<file path="config.mk">
export PLATFORM = sky130hd
export DESIGN_NAME = seg7_reader
export DESIGN_NICKNAME = d
export VERILOG_FILES = /design/src/rtl/seg7_pkg.sv /design/src/rtl/seg7_pattern_lookup.sv /design/src/rtl/seg7_reader.sv
export SDC_FILE = /design/constraint.sdc
export NUM_CORES = 1
export LEC_CHECK = 0
export BUFFER_PORTS_ARGS = -buffer_cell sky130_fd_sc_hd__buf_2
export CORE_ASPECT_RATIO = 1.5
export CORE_MARGIN = 2
export CORE_UTILIZATION = 44
export CTS_BUF_LIST = sky130_fd_sc_hd__clkbuf_2 sky130_fd_sc_hd__clkbuf_4 sky130_fd_sc_hd__clkbuf_8
export CTS_CLUSTER_SIZE = 24
export DETAILED_ROUTE_END_ITERATION = 8
export PLACE_DENSITY_LB_ADDON = 0.15
export SLEW_MARGIN = 40
export SYNTH_ARGS = -nofsm -noshare
export SYNTH_HDL_FRONTEND = slang
export SYNTH_HIERARCHICAL = 1
export SYNTH_SLANG_ARGS = --single-unit
export TNS_END_PERCENT = 20
</file>
<file path="constraint.sdc">
create_clock -name clk -period 4.56 [get_ports clk]
set_clock_uncertainty 0.2 [all_clocks]
set_input_delay 0.912 -clock clk [delete_from_list [all_inputs] [get_ports clk]]
set_output_delay 0.912 -clock clk [all_outputs]
set_load 0.02 [all_outputs]
</file>
<file path="src/rtl/seg7_pkg.sv">
// seg7_pkg: seven-segment encodings and pattern classes shared by the display reader
package seg7_pkg;

    typedef enum logic [1:0] {HEX, BLANK, BAD} seg_class_t;

    localparam logic [6:0] SEG_BLANK = 7'b1111111;

    // Active-low {g,f,e,d,c,b,a}, indexed by nibble; matches the display drive table
    localparam logic [6:0] SEG_HEX [16] = '{
        7'b1000000, 7'b1111001, 7'b0100100, 7'b0110000,
        7'b0011001, 7'b0010010, 7'b0000010, 7'b1111000,
        7'b0000000, 7'b0010000, 7'b0001000, 7'b0000011,
        7'b1000110, 7'b0100001, 7'b0000110, 7'b0001110
    };

endpackage

</file>
<file path="src/rtl/seg7_pattern_lookup.sv">
// seg7_pattern_lookup: inverse of the hex-to-segment table, pattern -> {class, nibble}
module seg7_pattern_lookup
    import seg7_pkg::*;
(
    input  logic [6:0] pattern,
    output logic [1:0] cls,
    output logic [3:0] nibble
);

    always_comb begin
        cls = (pattern == SEG_BLANK) ? BLANK : BAD;
        nibble = 4'h0;
        for (int n = 0; n < 16; n++) begin
            if (pattern == SEG_HEX[n]) begin
                cls = HEX;
                nibble = 4'(n);
            end
        end
    end

endmodule

</file>
<file path="src/rtl/seg7_reader.sv">
// seg7_reader: decodes a multiplexed active-low seven-segment bus back into hex frames
module seg7_reader
    import seg7_pkg::*;
#(
    parameter int NUM_DIGITS    = 4,
    parameter int STABLE_CYCLES = 8
) (
    input  logic                    clk,
    input  logic                    rst,
    input  logic [6:0]              seg_in,
    input  logic [NUM_DIGITS-1:0]   an_in,
    output logic [4*NUM_DIGITS-1:0] digits,
    output logic [NUM_DIGITS-1:0]   digit_valid,
    output logic [4*NUM_DIGITS-1:0] frame_data,
    output logic                    frame_valid,
    input  logic                    frame_ready,
    output logic                    bad_pattern,
    output logic                    overrun,
    input  logic                    clear_err
);

    localparam int CW = $clog2(STABLE_CYCLES);
    localparam logic [CW-1:0] CNT_MAX = CW'(STABLE_CYCLES - 1);

    logic [NUM_DIGITS+6:0]   hold;
    logic [CW-1:0]           cnt;
    logic                    captured;
    logic [NUM_DIGITS-1:0]   seen, sel, seen_n, dv_n;
    logic [4*NUM_DIGITS-1:0] digits_n;
    logic [1:0]              cls;
    logic [3:0]              nibble;
    logic                    same, one_hot, cap, emit;

    seg7_pattern_lookup u_lookup (
        .pattern (seg_in),
        .cls     (cls),
        .nibble  (nibble)
    );

    assign sel     = ~an_in;
    assign same    = {an_in, seg_in} == hold;
    assign one_hot = (sel != '0) && ((sel & (sel - NUM_DIGITS'(1))) == '0);
    assign cap     = same && (cnt == CNT_MAX) && !captured && one_hot;

    always_comb begin
        digits_n = digits;
        dv_n = digit_valid;
        for (int i = 0; i < NUM_DIGITS; i++) begin
            if (cap && sel[i]) begin
                digits_n[4*i +: 4] = (cls == HEX) ? nibble : digits[4*i +: 4];
                dv_n[i] = (cls == HEX);
            end
        end
        seen_n = cap ? (seen | sel) : seen;
        emit = &seen_n;
    end

    always_ff @(posedge clk or posedge rst) begin
        if (rst) begin
            hold        <= '1;
            cnt         <= '0;
            captured    <= 1'b0;
            seen        <= '0;
            digits      <= '0;
            digit_valid <= '0;
            frame_data  <= '0;
            frame_valid <= 1'b0;
            bad_pattern <= 1'b0;
            overrun     <= 1'b0;
        end else begin
            hold        <= {an_in, seg_in};
            cnt         <= !same ? '0 : (cnt == CNT_MAX) ? cnt : cnt + CW'(1);
            captured    <= same && (captured || cap);
            seen        <= emit ? '0 : seen_n;
            digits      <= digits_n;
            digit_valid <= dv_n;
            if (emit)
                frame_data <= digits_n;
            // A completion always (re)raises valid, even when the consumer takes the old frame
            frame_valid <= emit || (frame_valid && !frame_ready);
            bad_pattern <= (cap && cls == BAD) || (bad_pattern && !clear_err);
            overrun     <= (emit && frame_valid && !frame_ready) || (overrun && !clear_err);
        end
    end

endmodule
</file>
==> impl_results.md <==
* Initial core utilization at approximately 45%
* Core ar. at approximately 0.0064 mm2
* Status: finished, final reports clean
* Clock sink count at slightly below 60
* Worst skew pair latency at around 0.33 ns
* Max FO, Critical Path at 17
* Critical path required time at 4.58 ns
* Cell Pwr Density at 322.5 mW/mm2
* Routed length per instance at approximately 16 um
* CTS Buf Count at 9
* Cells after synthesis at roughly 220
* Fin nets at slightly below 300
* Final worst-path cycle share at about four fifths
* Place WS at approximately 0.53 ns
* Top cells by area, synth: dfrtp_1 (41%), dfstp_2 (10%), mux2_2 (8.6%), mux2_4 (7.3%), xor2_1 (4.2%)
* Die X at between 70 and 80 um
* R2r startpoint: hold[8]
* Area Overhead vs Synth at 16.88%
* Number of global-route vias before repair at 1810
* Die Ht at 103.3 um
* Total routed wirelength at between 5000 and 6000 um
* Reg clk slew, reported paths at 0.06 ns
* Register area share after synthesis at between 50% and 60%
* Number of gates resized after cts at 0
* Placed insts at 340
* Critical Path AT at approximately 3.7 ns
* Gpl congestion at 0.8489
* RSZ-0062 raised after global routing: false
* Die area at 0.007247 mm2
* Register area at around 0.0015 mm2
* Synth Register Bits at 58
* Hold Path Sink: captured
* Commonest cells post-synth: dfrtp_1 (47), mux2_2 (22), nor2_1 (19)
* Worst setup startpoint: seg_in[0]
* Min-delay src: captured
* Via density at approximately 5.3
* Initial drt markers at 78
* Share of layout cells above drive strength 1 at 49.64%
* Footprint of the multi-input gates at 0.001289 mm2
* Final setup viols at 0
* Hold/Removal Path Class: flip-flop to flip-flop
* CTS max path bufs at 2
* Distinct cells, synth at 51
* Crit path time final at 3.704 ns
* Hold buffers post-CTS at 0
* Largest net degree at the start of global routing at 41
* H-Tree Depth at 3
* Met1 usage at 23.35%
* Leading area contributor after synthesis: dfrtp_1
* WHS at approximately 0.29 ns
* Final hold vios at 0
* ANT cells at 0
* Most frequent cell after synthesis: dfrtp_1
* Drt pass-1 iters at 4
* Antenna viol nets, final at 0
* Fmax at around 270 MHz
* Post-synthesis area per instance at around 13 um2
* Post-synth EDFFs at 0
* Worst rel slew slack at 56.34%
* R2R depth at 7
* Post-Syn Area at about 0.0029 mm2
* Max-slew violation total from the final report at 0
* Hold Path Stages at 2
* Global route total overflow at 0
* Flop-to-flop setup slack at 1.61 ns
* Max Cap Viol at 0
* DR vias at ~1900
* Initial antenna violation count at 0
* Syn Nets at 240
* Sum Neg Setup Slack at 0 ns
* Met2 Use GR at between 20% and 30%
* GRT met3 Usage at around 5.2%
* Global Route Usage Sum at between 10% and 20%
* Startpoint types: primary input
* Boundary Pins at 54
* TritonCTS clock tree: yes
* Share of flip-flops with an asynchronous set or reset at 100.0%
* Total Power at roughly 0.0011 W
* First-pass GRT wire length at roughly 9400 um
* PortBufs at 53
* Post-Layout Cell Count at roughly 360
* Dpl hpwl at 4036 um
* DRC violations left at 0
* Worst-margin pin slew at around 0.65 ns
* Synth top area share at approximately 40%
* Synth Flop Type: dfrtp_1
* Worst Setup End Kind: flip-flop
* Global routing's busiest layer: met2
* CTS Root Cell: clkbuf_8
* Peak VDD IR at around 0.28 mV
* R2r endpoint: frame_data[11]
* Fin worst setup slack at around 0.86 ns
* Num rows at 36
* Worst setup path class: primary input to flip-flop
* Postcts setup bufs at 0
* Filler cells at around 590
* Leakage at between 1.5 and 2 nW
* YS warnings at 6
[worst max-delay path, cell delays in order]
cell and delay (ns):
buf_2 0.19, nor3_1 0.49, nand2b_1 0.13, a2111oi_2 0.37, nor4b_2 0.11, or2_2 0.39
nor4_2 0.46, mux2_2 0.41, mux2_4 0.25
[flip-flops by register name (all words and copies together) (netlist names)]
| register | cells |
|---|---|
| bad_pattern | 1 |
| captured | 1 |
| cnt | 3 |
| digit_valid | 4 |
| digits | 16 |
| frame_data | 16 |
| frame_valid | 1 |
| hold | 11 |
| overrun | 1 |
| seen | 4 |
[worst max path at each step]
| stage | slack (ns) | to | cells past startpoint |
|---|---|---|---|
| final | 0.86 | frame_data[4] | 9 |
| after global routing | 0.76 | frame_data[11] | 9 |
| after detailed placement | 0.53 | frame_data[7] | 9 |
| after global placement | 0.55 | frame_data[5] | 9 |
| after floorplan | 1.09 | frame_data[10] | 9 |
| after CTS | 0.88 | frame_data[4] | 9 |
[cells in the final DEF, fill, tap and decap left out, drive strengths merged, types with 4 or more instances in the layout]
master and instances:
buf 55, nand2 5, nand4b 4, dfstp 11, nor3 7, clkbuf 14, nand4 7, inv 6
nor2 19, nor4 6, mux2 36, dfrtp 47, xor2 14, nand3 4
[report_power, final]
part / switching [W] / internal [W] / total (W)
clock network: 0.000192 / 0.000300 / 0.000492
registers: 0.00000201 / 0.000524 / 0.000526
logic: 0.0000505 / 0.0000215 / 0.0000720
[per-stage QoR]
step / utilization, % / instance area (um2)
after global placement: 49.18 / 3168
after global routing: 52.45 / 3378
after detailed placement: 49.18 / 3168
final: 52.45 / 3378
after CTS: 52.43 / 3377
after floorplan: - / 2890
[area by class of cell]
type	instances	share of cell area, %
clock buffers	14	5.148
flip-flops and latches	58	43.37
repair buffers	55	8.667
inverters	7	0.8148
multi-input cells	144	38.15
clock inverters	2	1.037
well taps	76	2.815
[cell families after synthesis]
logic type	Yosys count	synth area share, %
xor gates and xnor gates	16	4.849
DFF	58	50.69
and+or+nand+nor	65	15.07
adders and majority gates	2	0.8657
muxes	38	16.54
AOI/OAI and AO/OA	23	7.273
buffers and inverters	21	4.719
[layer usage]
metal,part of all wire [%],vias to the layer above,routed length (um)
li1,-,910,-
met1,46,909,2678
met2,48,47,2762
met3,4.7,5,271
met4,1.3,0,76
met5,0,-,0
Note: power is estimated with default switching activity, not from simulation.
